## src/rtl/vga_fb_arbiter_if.sv

```systemverilog
// Processor-side pixel write channel into the framebuffer arbiter.
// The master drives write requests; the slave (arbiter) returns ready.
interface vga_fb_arbiter_if #(
    parameter int ADDR_W = 17,
    parameter int DATA_W = 8
);
    logic              wr_valid;
    logic              wr_ready;
    logic [ADDR_W-1:0] wr_addr;
    logic [DATA_W-1:0] wr_data;

    modport master (
        output wr_valid,
        output wr_addr,
        output wr_data,
        input  wr_ready
    );

    modport slave (
        input  wr_valid,
        input  wr_addr,
        input  wr_data,
        output wr_ready
    );
endinterface

```

## src/rtl/vga_fb_arbiter.sv

```systemverilog
// Framebuffer RAM port arbiter: scanout reads take every fetch pixel, queued
// processor writes drain in all remaining slots, and the fetched palette index
// is replicated across each group of screen pixels.
//
// slot state | meaning (type of the RAM access issued last cycle)
// -----------+-----------------------------------------------------------
// SLOT_IDLE  | no access; mem_we low, mem_addr holding its last value
// SLOT_READ  | scanout fetch; mem_rdata carries the pixel this cycle
// SLOT_WRITE | queue head popped (written if in range, else discarded)
module vga_fb_arbiter #(
    parameter int FB_W       = 320,
    parameter int FB_H       = 256,
    parameter int SCALE_LOG2 = 2,
    parameter int ADDR_W     = 17,
    parameter int DATA_W     = 8,
    parameter int WQ_DEPTH   = 4
) (
    input  logic              pixel_clk,
    input  logic              reset,
    input  logic              active_in,
    input  logic [11:0]       x_in,
    input  logic [11:0]       y_in,
    vga_fb_arbiter_if.slave   wr_if,
    output logic [ADDR_W-1:0] mem_addr,
    output logic              mem_we,
    output logic [DATA_W-1:0] mem_wdata,
    input  logic [DATA_W-1:0] mem_rdata,
    output logic [DATA_W-1:0] pix_data,
    output logic              pix_valid,
    output logic              wr_err
);

    localparam int          PTR_W   = $clog2(WQ_DEPTH);
    localparam int unsigned FB_SIZE = FB_W * FB_H;
    localparam logic [11:0] SUB_MASK = 12'((1 << SCALE_LOG2) - 1);
    localparam logic [PTR_W:0] PTR_ONE = (PTR_W+1)'(1);

    typedef enum logic [1:0] {
        SLOT_IDLE,
        SLOT_READ,
        SLOT_WRITE
    } slot_t;

    slot_t slot_q, slot_d;

    logic [11:0]       col, row;
    logic              in_range, fetch;
    logic [ADDR_W-1:0] fetch_addr;

    // Write queue: pointers carry one extra wrap bit to tell full from empty.
    logic [ADDR_W-1:0] q_addr_q [WQ_DEPTH];
    logic [DATA_W-1:0] q_data_q [WQ_DEPTH];
    logic [PTR_W:0]    rd_ptr_q, rd_ptr_d, wr_ptr_q, wr_ptr_d;
    logic              q_empty, q_full, push;
    logic [ADDR_W-1:0] head_addr;
    logic [DATA_W-1:0] head_data;
    logic              head_ok;

    logic [ADDR_W-1:0] mem_addr_q, mem_addr_d;
    logic              mem_we_q, mem_we_d;
    logic [DATA_W-1:0] mem_wdata_q, mem_wdata_d;
    logic              wr_err_q, wr_err_d;

    // Scanout pipeline: stage 1 aligns timing info with the RAM read cycle.
    logic              act_d1_q, act_d1_d;
    logic              rng_d1_q, rng_d1_d;
    logic [DATA_W-1:0] pix_data_q, pix_data_d;
    logic              pix_valid_q, pix_valid_d;

    // Decode screen coordinates into a stored-pixel fetch request.
    always_comb begin
        col        = x_in >> SCALE_LOG2;
        row        = y_in >> SCALE_LOG2;
        in_range   = (32'(col) < 32'(FB_W)) && (32'(row) < 32'(FB_H));
        fetch      = active_in && ((x_in & SUB_MASK) == 12'd0) && in_range;
        fetch_addr = ADDR_W'(32'(row) * 32'(FB_W) + 32'(col));
    end

    // Queue status and head entry; ready depends on occupancy alone.
    always_comb begin
        q_empty   = (rd_ptr_q == wr_ptr_q);
        q_full    = (rd_ptr_q[PTR_W] != wr_ptr_q[PTR_W]) &&
                    (rd_ptr_q[PTR_W-1:0] == wr_ptr_q[PTR_W-1:0]);
        push      = wr_if.wr_valid && !q_full;
        head_addr = q_addr_q[rd_ptr_q[PTR_W-1:0]];
        head_data = q_data_q[rd_ptr_q[PTR_W-1:0]];
        head_ok   = 32'(head_addr) < FB_SIZE;
    end

    assign wr_if.wr_ready = !q_full;

    // Slot selection: fetch always wins, otherwise pop the queue head.
    always_comb begin
        slot_d      = SLOT_IDLE;
        mem_addr_d  = mem_addr_q;
        mem_we_d    = 1'b0;
        mem_wdata_d = mem_wdata_q;
        wr_err_d    = wr_err_q;
        rd_ptr_d    = rd_ptr_q;
        wr_ptr_d    = wr_ptr_q;
        if (push) begin
            wr_ptr_d = wr_ptr_q + PTR_ONE;
        end
        if (fetch) begin
            slot_d     = SLOT_READ;
            mem_addr_d = fetch_addr;
        end else if (!q_empty) begin
            slot_d   = SLOT_WRITE;
            rd_ptr_d = rd_ptr_q + PTR_ONE;
            if (head_ok) begin
                mem_addr_d  = head_addr;
                mem_wdata_d = head_data;
                mem_we_d    = 1'b1;
            end else begin
                wr_err_d = 1'b1;
            end
        end
    end

    // Pixel output: capture on read, hold across the replicated group, blank otherwise.
    always_comb begin
        act_d1_d    = active_in;
        rng_d1_d    = in_range;
        pix_valid_d = act_d1_q;
        pix_data_d  = pix_data_q;
        if (slot_q == SLOT_READ) begin
            pix_data_d = mem_rdata;
        end else if (!(act_d1_q && rng_d1_q)) begin
            pix_data_d = '0;
        end
    end

    // Queue storage; contents are don't-care while the pointers say empty.
    always_ff @(posedge pixel_clk) begin
        if (push) begin
            q_addr_q[wr_ptr_q[PTR_W-1:0]] <= wr_if.wr_addr;
            q_data_q[wr_ptr_q[PTR_W-1:0]] <= wr_if.wr_data;
        end
    end

    // State, RAM port and pixel pipeline registers.
    always_ff @(posedge pixel_clk) begin
        if (reset) begin
            slot_q      <= SLOT_IDLE;
            rd_ptr_q    <= '0;
            wr_ptr_q    <= '0;
            mem_addr_q  <= '0;
            mem_we_q    <= 1'b0;
            mem_wdata_q <= '0;
            wr_err_q    <= 1'b0;
            act_d1_q    <= 1'b0;
            rng_d1_q    <= 1'b0;
            pix_data_q  <= '0;
            pix_valid_q <= 1'b0;
        end else begin
            slot_q      <= slot_d;
            rd_ptr_q    <= rd_ptr_d;
            wr_ptr_q    <= wr_ptr_d;
            mem_addr_q  <= mem_addr_d;
            mem_we_q    <= mem_we_d;
            mem_wdata_q <= mem_wdata_d;
            wr_err_q    <= wr_err_d;
            act_d1_q    <= act_d1_d;
            rng_d1_q    <= rng_d1_d;
            pix_data_q  <= pix_data_d;
            pix_valid_q <= pix_valid_d;
        end
    end

    assign mem_addr  = mem_addr_q;
    assign mem_we    = mem_we_q;
    assign mem_wdata = mem_wdata_q;
    assign wr_err    = wr_err_q;
    assign pix_data  = pix_data_q;
    assign pix_valid = pix_valid_q;

endmodule

```

## src/flat_wrapper.sv

```systemverilog
// flat-port wrapper written by rule: the top's interface ports become plain ports
module vga_fb_arbiter_flat 
#(
    parameter int FB_W       = 320,
    parameter int FB_H       = 256,
    parameter int SCALE_LOG2 = 2,
    parameter int ADDR_W     = 17,
    parameter int DATA_W     = 8,
    parameter int WQ_DEPTH   = 4
)
  (pixel_clk, reset, active_in, x_in, y_in, mem_addr, mem_we, mem_wdata, mem_rdata, pix_data, pix_valid, wr_err, wr_if_wr_valid, wr_if_wr_addr, wr_if_wr_data, wr_if_wr_ready);
  vga_fb_arbiter_if #(.ADDR_W(ADDR_W), .DATA_W(DATA_W)) wr_if_i ();
  input  logic pixel_clk;
  input  logic reset;
  input  logic active_in;
  input  logic [11:0] x_in;
  input  logic [11:0] y_in;
  output logic [ADDR_W-1:0] mem_addr;
  output logic mem_we;
  output logic [DATA_W-1:0] mem_wdata;
  input  logic [DATA_W-1:0] mem_rdata;
  output logic [DATA_W-1:0] pix_data;
  output logic pix_valid;
  output logic wr_err;
  input wire logic [$bits(wr_if_i.wr_valid)-1:0] wr_if_wr_valid;
  input wire logic [$bits(wr_if_i.wr_addr)-1:0] wr_if_wr_addr;
  input wire logic [$bits(wr_if_i.wr_data)-1:0] wr_if_wr_data;
  output wire logic [$bits(wr_if_i.wr_ready)-1:0] wr_if_wr_ready;
  assign wr_if_i.wr_valid = wr_if_wr_valid;
  assign wr_if_i.wr_addr = wr_if_wr_addr;
  assign wr_if_i.wr_data = wr_if_wr_data;
  assign wr_if_wr_ready = wr_if_i.wr_ready;
  vga_fb_arbiter #(.FB_W(FB_W), .FB_H(FB_H), .SCALE_LOG2(SCALE_LOG2), .ADDR_W(ADDR_W), .DATA_W(DATA_W), .WQ_DEPTH(WQ_DEPTH)) u_core (.pixel_clk(pixel_clk), .reset(reset), .active_in(active_in), .x_in(x_in), .y_in(y_in), .wr_if(wr_if_i), .mem_addr(mem_addr), .mem_we(mem_we), .mem_wdata(mem_wdata), .mem_rdata(mem_rdata), .pix_data(pix_data), .pix_valid(pix_valid), .wr_err(wr_err));
endmodule
```

## config.mk

```make
export PLATFORM = sky130hd
export DESIGN_NAME = vga_fb_arbiter_flat
export DESIGN_NICKNAME = d
export VERILOG_FILES = /design/src/rtl/vga_fb_arbiter_if.sv /design/src/rtl/vga_fb_arbiter.sv /design/src/flat_wrapper.sv
export SDC_FILE = /design/constraint.sdc
export NUM_CORES = 1
export LEC_CHECK = 0
export ABC_AREA = 0
export CORE_MARGIN = 2
export CORE_UTILIZATION = 51
export CTS_CLUSTER_DIAMETER = 150
export DETAILED_ROUTE_END_ITERATION = 16
export PLACE_DENSITY = 0.76
export SETUP_SLACK_MARGIN = 0.02
export SLEW_MARGIN = 20
export SYNTH_ARGS = -nofsm -noshare
export SYNTH_HDL_FRONTEND = slang
export SYNTH_SLANG_ARGS = --single-unit
```

## constraint.sdc

```tcl
create_clock -name pixel_clk -period 3.4 [get_ports pixel_clk]
set_clock_uncertainty 0.1 [all_clocks]
set_input_delay 0.51 -clock pixel_clk [delete_from_list [all_inputs] [get_ports pixel_clk]]
set_output_delay 0.51 -clock pixel_clk [all_outputs]
set_load 0.05 [all_outputs]
```

# --- After elaboration in Yosys (flattened, before gate mapping) ---
# Memories as Yosys holds them, arrays and structs flattened. A register that Yosys moved wholly into a read port is not among the register bits.
# Cells that the tools add are included.
op_classes:
  addsub: 3
  n_mul: 1
  magnitude_cmp: 3
  n_eq_ne: 6
  muxes: 12
  bitwise: 3
  n_reduce_logical: 15
ops:
  columns: ["cell", "n"]
  rows:
  - ["$mux W17", 3]
  - ["$lt A10 B9 Y1 const B", 2]
  - ["$add A17 B10 Y17", 1]
  - ["$lt A17 B17 Y1 const B", 1]
  - ["$mux W8", 2]
  - ["$logic_not A12 Y1", 1]
  - ["$mul A10 B3 Y11 const B", 1]
  - ["$add A3 B1 Y3 const B", 2]
  - ["$logic_and A1 B1 Y1", 6]
  - ["$mux W2", 3]
  - ["$reduce_and A3 Y1", 2]
  - ["$mux W1", 4]
  - ["$ne A2 B1 Y1 const B", 2]
  - ["$reduce_and A2 Y1", 2]
  - ["$eq A3 B3 Y1", 1]
  - ["$not A1 Y1", 3]
  - ["$reduce_or A3 Y1", 1]
  - ["$eq A2 B1 Y1 const B", 1]
  - ["$eq A2 B2 Y1", 1]
  - ["$reduce_bool A2 Y1", 1]
  - ["$reduce_or A2 Y1", 1]
  - ["$logic_not A1 Y1", 1]
  - ["$ne A1 B1 Y1", 1]
word_totals:
  reg_bits: 38
  ram_bits: 100
  in_bits: 61
  out_inout_bits: 37
  elab_cells: 56
  mem_count: 2
mem_list:
  columns: ["name", "depth", "word_bits", "rd", "rd_clocked_by_memory_dff", "write_ports", "line_no", "rtl"]
  rows:
  - ["u_core.q_addr_q", 4, 17, 1, 1, 1, "vga_fb_arbiter.sv:51", "logic [ADDR_W-1:0] q_addr_q [WQ_DEPTH];"]
  - ["u_core.q_data_q", 4, 8, 1, 1, 1, "vga_fb_arbiter.sv:52", "logic [DATA_W-1:0] q_data_q [WQ_DEPTH];"]

# --- Logic depth before layout (Yosys ltp) ---
# Gate-level depths: netlist (run 1).
logic_depth:
  depth_word: 7
  ltp_mapped: 10

# --- Least setup slack after synthesis (run 1) ---
# OpenSTA, ideal clock, no wires.
synth_path:
  path_type: "input -> register"
  from: "input y_in[3]"
  to: "register u_core.mem_addr_q[16] (netlist: u_core.mem_addr[16])"
  setup_time_ns: 0.114
  t_arrival_ns: 2.791
  slack_ns: 0.395
  stages: 10
  path_cell_list: "ha_1 -> ha_1 -> fa_1 -> a211oi_2 -> a2bb2oi_1 -> nand4b_2 -> nor4_2 -> xnor2_1 -> xnor2_1 -> a21o_1"
synth_between:
  elab_chain_cells: 5
synth_rtl:
  columns: ["element", "line_no", "rtl"]
  rows:
  - ["start, declared", "flat_wrapper.sv:17", "input logic [11:0] y_in;"]
  - ["parallel branches: the longest is 5 deep, another holds $add A17 B10 Y17", null, null]
  - ["end signal, assigned", "vga_fb_arbiter.sv:159", "mem_addr_q <= mem_addr_d;"]
  - ["end, declared", "vga_fb_arbiter.sv:59", "logic [ADDR_W-1:0] mem_addr_q, mem_addr_d;"]
# Parallel ways; which one is timed is not known.
# A chain may end at the register's enable or synchronous reset.

# --- Worst setup path after layout (run 1) ---
# Same ends and word-level chain as after synthesis.

==> impl_metrics.json, run 1 <==
{
  "status": "finished clean",
  "grt_start_max_net_pins": 48,
  "synthCells": 419,
  "synth_top_area_share": 0.477,
  "relSlewSlack": 0.362,
  "synthesis.area_um2": 6300,
  "max_freq_ghz": 0.317,
  "routed_wl_um": 12500,
  "area_growth_pct": 28.8,
  "hold_ws_ps": 370,
  "hold_end": "u_core.pix_valid",
  "final_hold_viol_count": 0,
  "overflow": 0,
  "ys_async_sr_fraction": 0,
  "fin_nets": 631,
  "post-route-cell-area_um2": 8120,
  "ys_seq_elements": 148,
  "die_area_um2": 13300,
  "ys.flop_type": "edfxtp_1",
  "finalMaxSlewViolations": 0,
  "crit_family": "adder cells",
  "syn_nets": 506,
  "ios": 98,
  "synth_cell_types": 51,
  "fp.dieW_um": 115,
  "min_period_ps": 3150,
  "rsz0062_at_grt": "no",
  "clk_latency_ps": 420,
  "required_ps": 3620,
  "htree_num_levels": 4,
  "grt_pass1_vias": 3991,
  "post-cts-setup-buffers": 0,
  "cp_slowest_cell": "clkdlybuf4s50_1",
  "first_pass_iters": 4,
  "path_buf_inv": 1,
  "track_usage": 0.203,
  "routabilityCongestion": 0.838,
  "reg2reg_to": "u_core.mem_addr[2]",
  "reg2reg_slack_ps": 890,
  "yosysSeqAreaShare": 0.629,
  "avgSynthCellArea_um2": 15.0,
  "maxCapViolCount": 0,
  "worst_pin_slew_ps": 958,
  "setup_slack_ps": 248,
  "crit_chain": "clkdlybuf4s50_1 -> ha_1 -> ha_1 -> fa_1 -> a211oi_2 -> a2bb2oi_1 -> nand4b_2 -> nor4_2 -> xnor2_1 -> xnor2_1 -> a21o_1",
  "ctsResizeCount": 0,
  "grt_pass1_wl_um": 20000,
  "vias": 3872,
  "hpwlAfterDp_um": 8020,
  "crit_path_start_kind": "input port",
  "min_period_over_period": 0.927,
  "final_util": 0.676,
  "hold_buffers": 0,
  "pre_cts_slack_ps": -213,
  "setup-violations-final": 0,
  "arrival_ps": 3370,
  "drc_errors": 0,
  "pwr_density_cell_nw_per_um2": 773,
  "cts.clk_slew.worst_paths_ps": 60,
  "postRouteAntennaNets": 0,
  "viasPerCell": 5.50,
  "antenna_found_initial": 0,
  "drive_gt1_frac": 0.178,
  "reg2reg_depth": 6,
  "drt-initial-drc-count": 276,
  "hp-class": "reg2reg",
  "yosysWarnings": 0,
  "vdd_ir_drop_max_uv": 410,
  "fin_setup_tns_ps": 0,
  "antenna_cells": 0,
  "rows": 40,
  "cts_root_buf": "clkbuf_16",
  "routedWlPerCell_um": 17.8,
  "worstPathMaxFanout": 5,
  "max-clock-path-buffers": 2,
  "numCtsBuffers": 17,
  "yosysTopAreaCell": "edfxtp_1",
  "worstHoldPathCells": 1,
  "synth-edff-count": 100,
  "start_util": 0.525,
  "synthTopCellsByArea": "edfxtp_1 48%, dfxtp_1 15%, mux4_2 8.9%",
  "p_leak_nw": 3.00,
  "core-area_um2": 12000,
  "cts_tree": "done",
  "hold_start": "u_core.act_d1_q",
  "max_stage_delay_ps": 430,
  "critical_path_class": "in2reg",
  "place.port_buffers": 95,
  "dpl_cell_area_um2": 7550,
  "cts.sinks": 148,
  "critPathCaptureType": "register",
  "die_y_um": 115
}
==> layer usage <==
metal | vias to the layer above | global-route usage | share of wire
li1 | 1859 | - | -
met1 | 1887 | 0.253 | 0.44
met2 | 108 | 0.346 | 0.49
met3 | 18 | 0.0506 | 0.052
met4 | 0 | 0.0731 | 0.016
met5 | - | 0 | 0
==> Yosys cell counts, drive strengths merged (2+ instances only) <==
library cell / number
a22oi: 8
xnor2: 10
dfxtp: 48
nor2b: 3
and3: 6
inv: 7
mux2i: 21
o21bai: 2
a2111oi: 3
o21ai: 6
a211oi: 18
o21a: 5
nor3: 5
nand2: 12
edfxtp: 100
xor2: 6
mux4: 25
buf: 5
clkbuf: 10
a21oi: 13
a21o: 4
a211o: 3
nor2: 57
nor4: 2
fa: 2
nand2b: 2
or2: 2
ha: 24
==> cell usage in the layout, fill, tap and decap left out, types with 3 or more instances in the layout <==
master,n
edfxtp_1,100
ha_1,24
nor2b_1,3
a211o_1,3
xnor2_1,10
o21ai_1,3
mux2i_1,21
clkdlybuf4s50_1,94
and3_1,6
buf_4,26
mux4_2,25
nor3_1,4
o21a_1,4
nand2_1,10
inv_1,7
clkinvlp_4,4
dfxtp_1,48
clkinv_2,4
a21oi_1,13
a22oi_1,8
xor2_1,6
clkbuf_16,17
a211oi_1,17
a21o_1,4
nor2_1,55
clkinv_4,4
==> report_power, final <==
group          switching, W  internal [W]  total (W)
combinational       0.00126      0.000946    0.00220
sequential         0.000145       0.00218    0.00232
clock              0.000740       0.00101    0.00175
total               0.00214       0.00413    0.00628
==> sequential cells by signal, indices dropped and copies added (netlist names), named ones only <==
register          flops
u_core.wr_ptr_q       3
u_core.wr_err         1
u_core.rd_ptr_q       3
u_core.pix_data       8
u_core.act_d1_q       1
u_core.pix_valid      1
u_core.mem_we         1
u_core.slot_q         2
u_core.mem_wdata      8
u_core.mem_addr      17
u_core.q_addr_q      68
u_core.q_data_q      32
u_core.rng_d1_q       1
==> cell families after synthesis <==
logic type,share of synthesized area
adder cells (fa/ha/maj),0.0540
AND/OR/NAND/NOR,0.0737
AO/OA/AOI/OAI,0.0828
multiplexers,0.123
flip-flops,0.629
XOR/XNOR,0.0222
buffers and inverters,0.0155
==> metrics by stage <==
| step | power, W | std cells |
|---|---|---|
| 3_5_place_dp | 0.00456 | 672 |
| 2_1_floorplan | 0.00391 | 419 |
| 6_report | 0.00628 | 704 |
| 5_1_grt | 0.00657 | 704 |
| 4_1_cts | 0.00633 | 704 |
| 3_3_place_gp | 0.00452 | 672 |
==> area by class of cell <==
class                      count  area, um2
clock buffer                  17        425
tap                          147        184
timing repair buffer         121       1140
inverter                       7       26.3
fill                         842       3900
sequential                   148       3960
multi-input combinational    249       2240
clock inverter                15        135
==> worst register-to-register path, stage by stage, from the launching register on <==
cell	delay, ps
dfxtp_1	390
buf_4	250
mux4_2	610
o21ai_4	220
nand2_2	330
mux2i_1	220
a211oi_1	280
==> worst max path at each step <==
stage	start	depth (start not counted)	end	slack (ps)
after CTS	y_in[3]	11	u_core.mem_addr[16]	250
after global routing	y_in[3]	11	u_core.mem_addr[16]	90
after detailed placement	y_in[3]	11	u_core.mem_addr[16]	-210
after global placement	y_in[3]	11	u_core.mem_addr[16]	-160
final	y_in[3]	11	u_core.mem_addr[16]	250
after floorplan	y_in[3]	10	u_core.mem_addr[16]	400
No activity file was read; power rests on OpenSTA's default activity.
==> inputs of run 2 (changes only) <==
- DONT_BUFFER_PORTS: unset -> 1
- PLACE_DENSITY: 0.76 -> 0.66
==> run 2 against run 1 <==
  * Critical path depth decreased by 1
  * Non-clock buffer count decreased by 110
  * Sequential cell count unchanged
  * Final area decreased by 12%
  * Power decreased by 2.9%
  * Utilization decreased by 8.2 points
  * Global-route usage decreased by 1.9 points
  * Critical endpoint unchanged
==> impl_metrics.json, run 2 (synthesis results as in run 1) <==
{
  "routedWlPerCell_um": 19.2,
  "cts_tree": "done",
  "vias": 3410,
  "postRouteAntennaNets": 0,
  "cts.clk_slew.worst_paths_ps": 60,
  "rows": 40,
  "crit_path_start_kind": "input port",
  "grt_start_max_net_pins": 48,
  "crit_family": "adder cells",
  "max-clock-path-buffers": 2,
  "relSlewSlack": 0.576,
  "layout_common_cells": "100 x edfxtp_1, 55 x nor2_1, 48 x dfxtp_1",
  "track_usage": 0.184,
  "overflow": 0,
  "largest_reg_flops": 68,
  "p_leak_nw": 2.60,
  "drive_gt1_frac": 0.183,
  "hpwlAfterDp_um": 7470,
  "worst_pin_slew_ps": 635,
  "die_area_um2": 13300,
  "htree_num_levels": 4,
  "total_power_w": 0.00609,
  "fp.dieW_um": 115,
  "antenna_cells": 0,
  "fillCellCount": 929,
  "start_util": 0.525,
  "layout_commonest_cell": "edfxtp_1",
  "first_pass_iters": 4,
  "vdd_ir_drop_max_uv": 387,
  "critical_path_class": "in2reg",
  "cts.sinks": 148,
  "numCtsBuffers": 17,
  "fin_nets": 521,
  "core-area_um2": 12000,
  "min_period_ps": 2770,
  "hold_buffers": 0,
  "arrival_ps": 2990,
  "antenna_found_initial": 0,
  "viasPerCell": 5.74,
  "ctsResizeCount": 0,
  "max_stage_delay_ps": 420,
  "grt_pass1_wl_um": 17900,
  "crit_chain": "ha_1 -> ha_1 -> fa_1 -> a211oi_2 -> a2bb2oi_1 -> nand4b_2 -> nor4_2 -> xnor2_1 -> xnor2_1 -> a21o_1",
  "routabilityCongestion": 0.741,
  "cts_root_buf": "clkbuf_16",
  "path_buf_inv": 0,
  "post-cts-setup-buffers": 0,
  "finalMaxSlewViolations": 0,
  "required_ps": 3610,
  "grt_pass1_vias": 3489,
  "die_y_um": 115,
  "drt-initial-drc-count": 147,
  "maxCapViolCount": 0,
  "final_hold_viol_count": 0,
  "status": "finished clean",
  "drc_errors": 0,
  "routed_wl_um": 11400,
  "pwr_density_cell_nw_per_um2": 855,
  "clk_latency_ps": 420,
  "hp-class": "in2reg",
  "rsz0062_at_grt": "no",
  "ios": 98,
  "max_freq_ghz": 0.361,
  "place.port_buffers": 0,
  "worstPathMaxFanout": 6,
  "area_growth_pct": 13.1,
  "cp_slowest_cell": "fa_1",
  "fin_setup_tns_ps": 0,
  "min_period_over_period": 0.815,
  "setup-violations-final": 0,
  "critPathCaptureType": "register"
}
-- run 2: cell types whose count changed in the layout (fill, tap and decap cells not counted) --
cell and change:
clkdlybuf4s50_1 -94, buf_4 -15, bufinv_16 +3, clkinv_2 -3
clkinv_4 -2, inv_6 +2, buf_2 -1, clkbuf_1 +1
clkinvlp_4 -1
-- run 2: worst paths after layout --
kind	start	end	slack, ps	depth (start not counted)
worst min-delay path	reset	u_core.pix_data[0]	60	1
worst max register to register	register	u_core.mem_addr[7]	770	5
worst min register to register	u_core.act_d1_q	u_core.pix_valid	370	1
worst max-delay path	y_in[3]	u_core.mem_addr[16]	630	10
-- run 2: routing by layer --
metal,global-route usage,part of all wire,up-vias
met4,0.0586,0.014,0
met3,0.0854,0.082,16
met2,0.306,0.49,92
met1,0.213,0.42,1663
li1,-,-,1639
met5,0,0,-
-- run 2: area by class of cell --
cell class              count  area (um2)  share of cell area
repair buffers             11        82.6              0.0116
flip-flops and latches    148        3960               0.556
clock inverters            14         203              0.0284
inverters                   7        26.3             0.00369
well taps                 147         184              0.0258
clock buffers              18         429              0.0602
multi-input cells         249        2240               0.314
-- run 2: metrics by stage --
stage / std cells / utilization / hold WS, ps / area (um2) / worst slack [ps]
floorplan: 419 / - / 338 / 6300 / 395
global placement: 562 / 0.541 / 352 / 6500 / 233
detailed placement: 562 / 0.541 / 362 / 6500 / 170
CTS: 594 / 0.593 / 43.9 / 7130 / 638
global route: 594 / 0.593 / 30.2 / 7130 / 490
finish: 594 / 0.593 / 63.2 / 7130 / 628
-- run 2: report_power, final --
group	leakage, nW	total [W]	switching, W	internal (W)
Combinational	0.993	0.00127	0.000641	0.000633
Sequential	1.31	0.00284	0.000669	0.00218
Clock	0.299	0.00197	0.000735	0.00124
Total	2.60	0.00609	0.00205	0.00405
==> inputs of run 3 (changes only) <==
- PLACE_DENSITY: 0.66 -> 0.69
- clock period: 3.4 -> 2.5 ns (I/O delays scaled with it)
==> run 3 against run 2 <==
  * Clock power rose by 26%
  * Worst setup slack lost 400 ps
  * Non-clock buffer count rose by 44
  * Register-to-register slack worse by 510 ps
  * Sequential share of layout area down 3.1 points
  * Wire length increased by 5.7%
  * Via count increased by 5.3%
  * Sequential power is 36% higher
  * Final area increased by 5.9%
  * Critical path type unchanged
==> impl_metrics.json, run 3 (synthesis results as in run 1) <==
{
  "track_usage": 0.191,
  "max_stage_delay_ps": 390,
  "p_int_w": 0.00536,
  "maxCapViolCount": 0,
  "setup-violations-final": 0,
  "post-route-cell-area_um2": 7550,
  "p_clk_frac": 0.301,
  "critPathCaptureType": "register",
  "routabilityCongestion": 0.783,
  "overflow": 0,
  "drive_gt1_frac": 0.226,
  "die_y_um": 115,
  "layout_commonest_cell": "edfxtp_1",
  "layout_common_cells": "100 x edfxtp_1, 55 x nor2_1, 48 x dfxtp_1",
  "fp.dieW_um": 115,
  "routed_wl_um": 12000,
  "crit_family": "compound AO/OA/AOI/OAI gates",
  "max_freq_ghz": 0.439,
  "final_util": 0.629,
  "worstPathMaxFanout": 6,
  "start_util": 0.525,
  "area_growth_pct": 19.8,
  "grt_start_max_net_pins": 47,
  "hpwlAfterDp_um": 7980,
  "vdd_ir_drop_max_uv": 762,
  "cts.sinks": 148,
  "cts_tree": "done",
  "ios": 98,
  "largest_reg_flops": 68,
  "grt_pass1_wl_um": 18700,
  "drt-initial-drc-count": 210,
  "hp-class": "in2reg",
  "max-clock-path-buffers": 2,
  "antenna_found_initial": 0,
  "numCtsBuffers": 17,
  "pwr_density_cell_nw_per_um2": 1090,
  "cts_root_buf": "clkbuf_16",
  "status": "finished clean",
  "min_period_over_period": 0.910,
  "combPwrFrac": 0.232,
  "core-area_um2": 12000,
  "p_leak_nw": 2.80,
  "rsz0062_at_grt": "no",
  "routedWlPerCell_um": 18.9,
  "required_ps": 2710,
  "crit_path_start_kind": "input port",
  "cts.clk_slew.worst_paths_ps": 60,
  "hold_ws_ps": 27.2,
  "htree_num_levels": 4,
  "fin_nets": 565,
  "drc_errors": 0,
  "relSlewSlack": 0.590,
  "clk_latency_ps": 420,
  "rows": 40,
  "viasPerCell": 5.63,
  "critical_path_class": "in2reg",
  "p_switching_w": 0.00288,
  "finalMaxSlewViolations": 0,
  "postRouteAntennaNets": 0,
  "path_buf_inv": 0,
  "place.port_buffers": 0,
  "arrival_ps": 2490,
  "post-cts-setup-buffers": 0,
  "antenna_cells": 0,
  "vias": 3592,
  "p_sw_frac": 0.349,
  "crit_chain": "ha_4 -> ha_4 -> fa_2 -> a211oi_4 -> o211a_1 -> a2111oi_4 -> nor4_2 -> xnor2_1 -> xnor2_1 -> a21o_1",
  "final_hold_viol_count": 0,
  "worst_pin_slew_ps": 614,
  "grt_pass1_vias": 3750,
  "cp_slowest_cell": "fa_2",
  "dpl_cell_area_um2": 6670,
  "min_period_ps": 2280,
  "pwr-share-seq": 0.467,
  "first_pass_iters": 4,
  "die_area_um2": 13300
}
## run 3: final cells by class
type / instances / area [um2]
Tap cell: 147 / 184
Inverter: 7 / 26.3
Clock inverter: 14 / 141
Multi-Input combinational cell: 249 / 2290
Sequential cell: 148 / 3960
Timing Repair Buffer: 55 / 490
Fill cell: 914 / 4460
Clock buffer: 18 / 450
## run 3: stage by stage
step | total power [W] | instances | setup slack, ps | setup TNS, ps
CTS | 0.00831 | 638 | 76.3 | 0
global route | 0.00861 | 638 | 123 | 0
floorplan | 0.00533 | 419 | -92.7 | -117
detailed placement | 0.00575 | 579 | -203 | -485
finish | 0.00824 | 638 | 225 | 0
global placement | 0.00571 | 579 | -186 | -417
## run 3: final timing paths
kind | start | endpoint | slack (ps) | depth (start not counted)
setup / recovery | y_in[3] | u_core.mem_addr[16] | 220 | 10
hold / removal | mem_rdata[1] | u_core.pix_data[1] | 30 | 2
setup reg to reg | register | u_core.mem_addr[10] | 260 | 5
hold reg to reg | u_core.act_d1_q | u_core.pix_valid | 380 | 1
## run 3: routing by layer
metal	up-vias	GRT usage	wire, um
met3	14	0.0648	757
met2	89	0.318	6060
li1	1734	-	-
met1	1755	0.233	5050
met4	0	0.0675	153
met5	-	0	0
## run 3: repair_timing
action	in CTS	in global routing
hold buffers	27	0
resized for setup	0	1
hold endpoints to repair	147	0
endpoints found under the setup margin	0	4
## run 3: power groups by stage
stage,clock network [W],logic [W],registers [W]
floorplan,0,0.00154,0.00379
finish,0.00248,0.00191,0.00385
global route,0.00263,0.00209,0.00390
global placement,0,0.00181,0.00390
CTS,0.00253,0.00192,0.00386
detailed placement,0,0.00184,0.00391
